[config.mk]
export PLATFORM = sky130hd
export DESIGN_NAME = fifo_sync_flat
export DESIGN_NICKNAME = d
export VERILOG_FILES = /design/src/rtl/fifo_sync_if.sv /design/src/rtl/fifo_sync.sv /design/src/flat_wrapper.sv
export SDC_FILE = /design/constraint.sdc
export NUM_CORES = 1
export LEC_CHECK = 0
export BUFFER_PORTS_ARGS = -buffer_cell sky130_fd_sc_hd__buf_2
export CAP_MARGIN = 40
export CORE_MARGIN = 1.5
export CORE_UTILIZATION = 50
export CTS_CLUSTER_SIZE = 14
export DETAILED_ROUTE_END_ITERATION = 7
export PLACE_DENSITY_LB_ADDON = 0.15
export SETUP_SLACK_MARGIN = 0.3
export SLEW_MARGIN = 15
export SYNTH_ARGS = -nofsm -noshare
export SYNTH_HDL_FRONTEND = slang
export SYNTH_SLANG_ARGS = --single-unit
[constraint.sdc]
create_clock -name clk -period 9.15 [get_ports clk]
set_input_delay 2.745 -clock clk [delete_from_list [all_inputs] [get_ports clk]]
set_output_delay 2.745 -clock clk [all_outputs]
set_load 0.01 [all_outputs]
[src/rtl/fifo_sync_if.sv]
// FIFO access bundle: write side, read side and status outputs.
interface fifo_sync_if #(
    parameter int unsigned DSIZE = 8,
    parameter int unsigned ASIZE = 4
);
    logic [DSIZE-1:0] wdata;
    logic             winc;
    logic             wfull;
    logic             walmost_full;
    logic             rinc;
    logic [DSIZE-1:0] rdata;
    logic             rempty;
    logic             ralmost_empty;
    logic [ASIZE:0]   count;
    logic             overflow;
    logic             underflow;

    // User side of the FIFO.
    modport master (
        output wdata, winc, rinc,
        input  wfull, walmost_full, rdata, rempty, ralmost_empty, count, overflow, underflow
    );

    // FIFO side.
    modport slave (
        input  wdata, winc, rinc,
        output wfull, walmost_full, rdata, rempty, ralmost_empty, count, overflow, underflow
    );
endinterface

[src/rtl/fifo_sync.sv]
// Single-clock FIFO with occupancy counter, almost-full/empty flags, sticky
// overflow/underflow, and selectable first-word-fall-through or registered read.
module fifo_sync #(
    parameter int unsigned DSIZE      = 8,
    parameter int unsigned ASIZE      = 4,
    parameter int unsigned AFULL_THR  = (1 << ASIZE) - 2,
    parameter int unsigned AEMPTY_THR = 2,
    parameter bit          FWFT       = 1'b1
) (
    input logic        clk,
    input logic        reset,
    fifo_sync_if.slave bus
);

    localparam int unsigned DEPTH = 1 << ASIZE;

    logic [DSIZE-1:0] mem_q [DEPTH];

    logic [ASIZE-1:0] wptr_q, wptr_d;
    logic [ASIZE-1:0] rptr_q, rptr_d;
    logic [ASIZE:0]   count_q, count_d;
    logic             overflow_q, overflow_d;
    logic             underflow_q, underflow_d;

    logic full, empty, wen, ren;

    // Flags depend only on the registered count, never on winc/rinc.
    assign full  = (count_q == (ASIZE + 1)'(DEPTH));
    assign empty = (count_q == '0);

    // Requests in the reset cycle are dropped, so memory is never written then.
    assign wen = bus.winc && !full && !reset;
    assign ren = bus.rinc && !empty && !reset;

    // Next-state for pointers, occupancy and sticky error bits.
    always_comb begin
        wptr_d      = wptr_q;
        rptr_d      = rptr_q;
        count_d     = count_q;
        overflow_d  = overflow_q | (bus.winc & full);
        underflow_d = underflow_q | (bus.rinc & empty);
        if (wen) begin
            wptr_d = wptr_q + 1'b1;
        end
        if (ren) begin
            rptr_d = rptr_q + 1'b1;
        end
        case ({wen, ren})
            2'b10:   count_d = count_q + 1'b1;
            2'b01:   count_d = count_q - 1'b1;
            default: count_d = count_q;
        endcase
    end

    // Control state register with synchronous reset.
    always_ff @(posedge clk) begin
        if (reset) begin
            wptr_q      <= '0;
            rptr_q      <= '0;
            count_q     <= '0;
            overflow_q  <= 1'b0;
            underflow_q <= 1'b0;
        end else begin
            wptr_q      <= wptr_d;
            rptr_q      <= rptr_d;
            count_q     <= count_d;
            overflow_q  <= overflow_d;
            underflow_q <= underflow_d;
        end
    end

    // Storage array; deliberately not reset.
    always_ff @(posedge clk) begin
        if (wen) begin
            mem_q[wptr_q] <= bus.wdata;
        end
    end

    if (FWFT) begin : g_fwft
        // Head word is visible as soon as it is stored.
        assign bus.rdata = mem_q[rptr_q];
    end else begin : g_reg_read
        logic [DSIZE-1:0] rdata_q;

        // Registered read: capture the head on an accepted read, hold otherwise.
        always_ff @(posedge clk) begin
            if (reset) begin
                rdata_q <= '0;
            end else if (ren) begin
                rdata_q <= mem_q[rptr_q];
            end
        end

        assign bus.rdata = rdata_q;
    end

    assign bus.wfull         = full;
    assign bus.rempty        = empty;
    assign bus.walmost_full  = (count_q >= (ASIZE + 1)'(AFULL_THR));
    assign bus.ralmost_empty = (count_q <= (ASIZE + 1)'(AEMPTY_THR));
    assign bus.count         = count_q;
    assign bus.overflow      = overflow_q;
    assign bus.underflow     = underflow_q;

endmodule

[src/flat_wrapper.sv]
// flat-port wrapper written by rule: the top's interface ports become plain ports
module fifo_sync_flat 
#(
    parameter int unsigned DSIZE      = 8,
    parameter int unsigned ASIZE      = 4,
    parameter int unsigned AFULL_THR  = (1 << ASIZE) - 2,
    parameter int unsigned AEMPTY_THR = 2,
    parameter bit          FWFT       = 1'b1
)
  (clk, reset, bus_wdata, bus_winc, bus_rinc, bus_wfull, bus_walmost_full, bus_rdata, bus_rempty, bus_ralmost_empty, bus_count, bus_overflow, bus_underflow);
  fifo_sync_if #(.DSIZE(DSIZE), .ASIZE(ASIZE)) bus_i ();
  input logic clk;
  input logic reset;
  input wire logic [$bits(bus_i.wdata)-1:0] bus_wdata;
  input wire logic [$bits(bus_i.winc)-1:0] bus_winc;
  input wire logic [$bits(bus_i.rinc)-1:0] bus_rinc;
  output wire logic [$bits(bus_i.wfull)-1:0] bus_wfull;
  output wire logic [$bits(bus_i.walmost_full)-1:0] bus_walmost_full;
  output wire logic [$bits(bus_i.rdata)-1:0] bus_rdata;
  output wire logic [$bits(bus_i.rempty)-1:0] bus_rempty;
  output wire logic [$bits(bus_i.ralmost_empty)-1:0] bus_ralmost_empty;
  output wire logic [$bits(bus_i.count)-1:0] bus_count;
  output wire logic [$bits(bus_i.overflow)-1:0] bus_overflow;
  output wire logic [$bits(bus_i.underflow)-1:0] bus_underflow;
  assign bus_i.wdata = bus_wdata;
  assign bus_i.winc = bus_winc;
  assign bus_i.rinc = bus_rinc;
  assign bus_wfull = bus_i.wfull;
  assign bus_walmost_full = bus_i.walmost_full;
  assign bus_rdata = bus_i.rdata;
  assign bus_rempty = bus_i.rempty;
  assign bus_ralmost_empty = bus_i.ralmost_empty;
  assign bus_count = bus_i.count;
  assign bus_overflow = bus_i.overflow;
  assign bus_underflow = bus_i.underflow;
  fifo_sync #(.DSIZE(DSIZE), .ASIZE(ASIZE), .AFULL_THR(AFULL_THR), .AEMPTY_THR(AEMPTY_THR), .FWFT(FWFT)) u_core (.clk(clk), .reset(reset), .bus(bus_i));
endmodule
==> run_results.csv, run 1 <==
group,metric,value,unit
power_and_ir_drop,peakVddDrop,0.167,mV
power_and_ir_drop,cellLeakagePower,2.35,nW
route,drt_first_pass_iters,6,
min_path,min_path_type,"reg2reg",
cts,root_buffer,"clkbuf_16",
placement,pre_cts_ws,4150,ps
logic_synthesis,synth.most_common_cell,"edfxtp_1",
placement,port_buffers,30,
timing,tightestPinTransition,790,ps
cts,post-cts-setup-buffer-count,0,
worst_setup_path,critPathCaptureType,"output port",
global_route,grt_pass1_vias,3230,
floorplanning,ios,31,
floorplanning,initial_core_util,0.517,
route,vias_per_cell,5.85,
timing,period_share,0.572,
logic_synthesis,synth_edf_count,128,
timing,timing.final.ws_setup,3920,ps
cts,cts_sinks,147,
worst_setup_path,cp.arrival,2490,ps
global_route,track_usage,0.205,
timing,fmax,0.191,GHz
cts,cts_max_level,4,
logic_synthesis,ys_top_cells_by_area,"edfxtp_1, mux4_2, dfxtp_1",
placement,dpl.hpwl,7360,um
job,timing.max_cap.violations,0,
logic_synthesis,ys_types,44,
logic_synthesis,yosysWarnings,0,
finish,fin_nets,396,
route,drt_iter0_drc,264,
logic_synthesis,yosysTopAreaCell,"edfxtp_1",
finish,area_delta_synth_final,15.7,%
timing,final_hold_viol_count,0,
logic_synthesis,dominantRegCellSynth,"edfxtp_1",
floorplanning,coreArea,0.0116,sq mm
finish,nFillCells,861,
timing,whs,464,ps
timing,setup_tns,0,ps
logic_synthesis,synth_area,0.00598,sq mm
cts,max-clock-path-buffers,2,
timing,fin_worst_skew,3.73,ps
logic_synthesis,syn_nets,357,
cts,clk_pin_slew,60,ps
global_route,antenna_found_initial,0,
timing,rsz0062_at_grt,"false",
worst_setup_path,startpoint_type,"register",
power_and_ir_drop,p_per_area,261,mW/mm^2
global_route,grt_max_degree,33,
route,ant_nets,0,
min_path,hold_path_depth,2,
finish,drive_gt1_frac,0.281,
timing,setup_violations,0,
route,via_count,3109,
outcome,violations,"DRC",
logic_synthesis,synthTopCellsByCount,"edfxtp_1, mux4_2, nor2_1",
timing,drv_slew,0,
floorplanning,rows,39,
floorplanning,die_w,112,um
route,drt-total-wl,11700,um
logic_synthesis,yosys_register_bits,147,
route,drc,2,
route,wl_per_cell,21.9,um
floorplanning,dieHeight,112,um
cts,clock_latency,410,ps
cts,numCtsBuffers,17,
global_route,grt-ovfl-total,0,
worst_setup_path,criticalPathCategory,"reg2out",
cts,hold_buffers,0,
timing,slew_headroom,0.472,
logic_synthesis,yosysSeqAreaShare,0.706,
finish,antenna_cells,0,
worst_setup_path,crit_required,6410,ps
logic_synthesis,synth_cells,336,
logic_synthesis,avgSynthCellArea,17.8,sq um
timing,period_minus_slack,5230,ps
outcome,outcome,"finished, violations left",
logic_synthesis,synth.top_cell.area_share,0.643,
worst_setup_path,r2r_cells,9,
placement,finalWeightedCongestion,0.740,
logic_synthesis,async_flop_share,0,
cts,cts.repair.resized,0,
global_route,grt_pass1_wl,18600,um
worst_setup_path,crit_fanout,22,
cts,cts_tree,"built",
floorplanning,die_area,0.0126,sq mm
cells by family after synthesis:
kind of cell / after synthesis / share of synthesized area
buf+inv: 26 / 0.0205
fa+ha+maj: 9 / 0.0188
mux: 35 / 0.126
simple gates: 76 / 0.0718
flops: 147 / 0.706
compound gates: 35 / 0.0454
xor+xnor: 8 / 0.0117
layout make-up:
class | count | area (sq um) | area share
well taps | 143 | 179 | 0.0259
flip-flops and latches | 147 | 4230 | 0.611
clock inverters | 14 | 211 | 0.0306
inverters | 8 | 30.0 | 0.00434
clock buffers | 18 | 429 | 0.0620
multi-input cells | 163 | 1630 | 0.236
repair buffers | 38 | 210 | 0.0304
layout by cell type, fill, tap and decap left out, types with 2 or more instances in the layout:
cell | synthesis | routed
edfxtp_1 | 128 | 128
mux4_2 | 32 | 32
buf_2 | 5 | 30
nor2_1 | 21 | 21
dfxtp_1 | 19 | 18
clkbuf_16 | 0 | 17
a22oi_1 | 16 | 16
and2_1 | 14 | 14
nand2_1 | 13 | 13
ha_1 | 9 | 9
inv_1 | 8 | 8
buf_4 | 3 | 8
a21oi_1 | 5 | 5
bufinv_16 | 0 | 5
nor2b_1 | 4 | 4
xor2_1 | 4 | 4
nand3_1 | 4 | 4
xnor2_1 | 4 | 4
o21ai_0 | 4 | 4
clkinv_2 | 0 | 4
nand2b_1 | 3 | 3
nand4_1 | 3 | 3
mux2i_1 | 3 | 3
clkinv_4 | 0 | 3
nand4b_1 | 2 | 2
or3_1 | 2 | 2
a211oi_1 | 2 | 2
clkinvlp_4 | 0 | 2
metal layers:
metal | track usage | part of all wire | up-vias
met2 | 0.321 | 0.49 | 121
li1 | - | - | 1411
met1 | 0.282 | 0.43 | 1563
met3 | 0.0545 | 0.068 | 14
met5 | 0 | 0 | -
met4 | 0.0734 | 0.016 | 0
worst paths after layout:
kind / from / end / slack, ps
worst max-delay path: register / bus_rdata[2] / 3920
worst min register to register: u_core.bus.underflow$_SDFF_PP0_ / u_core.bus.underflow$_SDFF_PP0_ / 460
worst min-delay path: u_core.bus.underflow$_SDFF_PP0_ / u_core.bus.underflow$_SDFF_PP0_ / 460
worst max register to register: u_core.bus.count[1]$_SDFFE_PP0P_ / u_core.bus.count[4]$_SDFFE_PP0P_ / 6180
registers in the layout, indices dropped and copies added (netlist names), named ones only:
signal / count
u_core.bus.underflow: 1
u_core.mem_q: 128
u_core.bus.count: 5
u_core.bus.overflow: 1
u_core.rptr_q: 4
u_core.wptr_q: 4
where the power goes:
part | internal, mW | switching, mW
sequential | 0.750 | 0.0361
combinational | 0.142 | 0.135
clock | 0.483 | 0.260
total | 1.37 | 0.431
critical path, cell delays in order, from the launching register on:
cell	delay, ps
dfxtp_2	570
buf_4	470
mux4_2	560
a22oi_1	250
nand2_1	70
buf_2	140
metrics by stage:
stage | cells | power [mW] | instance area (sq um) | util
after floorplan | 336 | 1.01 | 5980 | -
after global placement | 493 | 1.08 | 6230 | 0.539
after detailed placement | 499 | 1.08 | 6280 | 0.543
after CTS | 531 | 1.82 | 6920 | 0.598
after global routing | 531 | 1.88 | 6920 | 0.598
final | 531 | 1.81 | 6920 | 0.598
No activity file was read; power rests on OpenSTA's default activity.
==> run 2, diff against run 1 <==
==> constraint.sdc (replaced) <==
create_clock -name clk -period 5.45 [get_ports clk]
set_input_delay 1.635 -clock clk [delete_from_list [all_inputs] [get_ports clk]]
set_output_delay 1.635 -clock clk [all_outputs]
set_load 0.01 [all_outputs]
==> run 2 against run 1 <==
The run still ends with DRC left; hold slack worse by 0.52 ps; die area is the same; cell count unchanged; clock skew grew 5.4 ps; combinational power rose by 68%; via count up 0.13%; sequential share of layout area grew 0.47 points; global-route usage is 0.22 points lower; wire length increased by 1.0%; sequential cell count is the same; critical endpoint is now bus_rdata[0]; largest power group unchanged; highest routed layer unchanged.
==> run_results.csv, run 2 (synthesized netlist as in run 1, its figures left out) <==
group,metric,value,unit
outcome,outcome,"finished, violations left",
outcome,violations,"DRC",
worst_setup_path,critical-path-top-delay-family,"buffers and inverters",
job,timing.max_cap.violations,0,
route,wl_per_cell,22.2,um
worst_setup_path,cp_num_cells,5,
timing,tightestPinTransition,867,ps
floorplanning,dieHeight,112,um
cts,cts_tree,"built",
finish,final_cells,531,
cts,cts_sinks,147,
cts,cts.repair.resized,0,
cts,numCtsBuffers,17,
timing,period_share,0.755,
worst_setup_path,slowest_delay,570,ps
worst_setup_path,endpoint,"bus_rdata[0]",
floorplanning,coreArea,0.0116,sq mm
route,via_count,3113,
floorplanning,rows,39,
global_route,grt_pass1_vias,3235,
floorplanning,die_area,0.0126,sq mm
finish,area_delta_synth_final,14.8,%
cts,post-cts-setup-buffer-count,0,
timing,fin_worst_skew,9.12,ps
route,drt_iter0_drc,237,
finish,top_register,"u_core.mem_q",
floorplanning,initial_core_util,0.517,
worst_setup_path,path_cells,"buf_4, mux4_2, a22oi_1, nand2_1, buf_2",
finish,antenna_cells,0,
route,drt-total-wl,11800,um
global_route,antenna_found_initial,0,
global_route,grt_pass1_wl,18400,um
placement,finalWeightedCongestion,0.740,
worst_setup_path,r2r_cells,9,
finish,largest_reg_flops,128,
finish,drive_gt1_frac,0.273,
cts,clock_latency,410,ps
cts,clk_pin_slew,60,ps
worst_setup_path,criticalPathCategory,"reg2out",
cts,cts_max_level,4,
timing,drv_slew,0,
worst_setup_path,rr_endpoint,"u_core.bus.count[4]$_SDFFE_PP0P_",
worst_setup_path,cp.arrival,2480,ps
min_path,min_path_type,"reg2reg",
global_route,grt_max_degree,33,
finish,fin_nets,396,
worst_setup_path,critPathCaptureType,"output port",
cts,max-clock-path-buffers,2,
worst_setup_path,regToRegStartpoint,"u_core.bus.count[2]$_SDFFE_PP0P_",
timing,final_hold_viol_count,0,
route,ant_nets,0,
timing,slew_headroom,0.421,
floorplanning,die_w,112,um
min_path,hold_start,"u_core.bus.underflow$_SDFF_PP0_",
worst_setup_path,startpoint_type,"register",
global_route,track_usage,0.203,
route,drc,2,
power_and_ir_drop,peakVddDrop,0.259,mV
route,vias_per_cell,5.86,
route,drt_first_pass_iters,6,
floorplanning,ios,31,
placement,dpl.hpwl,7430,um
worst_setup_path,r2r_setup_slack,2510,ps
timing,fmax,0.243,GHz
cts,hold_buffers,0,
power_and_ir_drop,cellLeakagePower,2.32,nW
worst_setup_path,crit_required,3820,ps
power_and_ir_drop,p_per_area,428,mW/mm^2
placement,port_buffers,30,
placement,dp.cells,499,
finish,layout_commonest_cell,"edfxtp_1",
cts,root_buffer,"clkbuf_16",
timing,period_minus_slack,4120,ps
timing,whs,464,ps
timing,setup_violations,0,
global_route,grt-ovfl-total,0,
timing,setup_tns,0,ps
finish,mostFrequentLayoutCells,"edfxtp_1, mux4_2, buf_2",
timing,rsz0062_at_grt,"false",
worst_setup_path,crit_path_top_delay_cell,"dfxtp_2",
worst_setup_path,path_buf_inv,2,
worst_setup_path,crit_fanout,22,
run 2: changes by cell type in the layout (fill, tap and decap cells not counted), sizes merged:
cell    change
clkbuf      +3
bufinv      -2
clkinv      -1
run 2: how the worst min path moves through the flow:
stage / end / depth (start not counted)
floorplan: register / 2
global placement: u_core.bus.underflow$_SDFF_PP0_ / 2
detailed placement: u_core.bus.underflow$_SDFF_PP0_ / 2
CTS: u_core.bus.underflow$_SDFF_PP0_ / 2
global route: u_core.bus.underflow$_SDFF_PP0_ / 2
finish: u_core.bus.underflow$_SDFF_PP0_ / 2
run 2: power breakdown:
group | total (mW) | internal [mW] | switching (mW)
clock | 1.15 | 0.728 | 0.427
sequential | 1.32 | 1.26 | 0.0598
combinational | 0.465 | 0.238 | 0.227
total | 2.94 | 2.22 | 0.713
run 2: per-layer routing:
layer | GRT usage | share of wire | vias to the layer above
met2 | 0.324 | 0.50 | 85
met5 | 0 | 0 | -
met3 | 0.0389 | 0.041 | 19
met4 | 0.107 | 0.027 | 0
li1 | - | - | 1409
met1 | 0.268 | 0.43 | 1600
run 2: final cells by class:
class,instances,area (sq um)
clock inverter,11,138
sequential,147,4230
clock buffer,21,450
tap,143,179
multi-input combinational,163,1630
timing repair buffer,38,210
inverter,8,30.0
fill,870,4700
run 2: worst register-to-register path: cells and delay by family (launching register included):
family,cells,cell delay (ps)
AND/OR/NAND/NOR,4,1010
AO/OA/AOI/OAI,3,770
adder cells (fa/ha/maj),2,680
flip-flops,1,420
run 2: stage by stage:
| step | setup WS, ps | power (mW) | cell area (sq um) | util |
|---|---|---|---|---|
| 2_1_floorplan | 1650 | 1.70 | 5980 | - |
| 3_3_place_gp | 1650 | 1.81 | 6230 | 0.539 |
| 3_5_place_dp | 1580 | 1.82 | 6280 | 0.543 |
| 4_1_cts | 1270 | 2.96 | 6870 | 0.594 |
| 5_1_grt | 1070 | 3.06 | 6870 | 0.594 |
| 6_report | 1330 | 2.94 | 6870 | 0.594 |
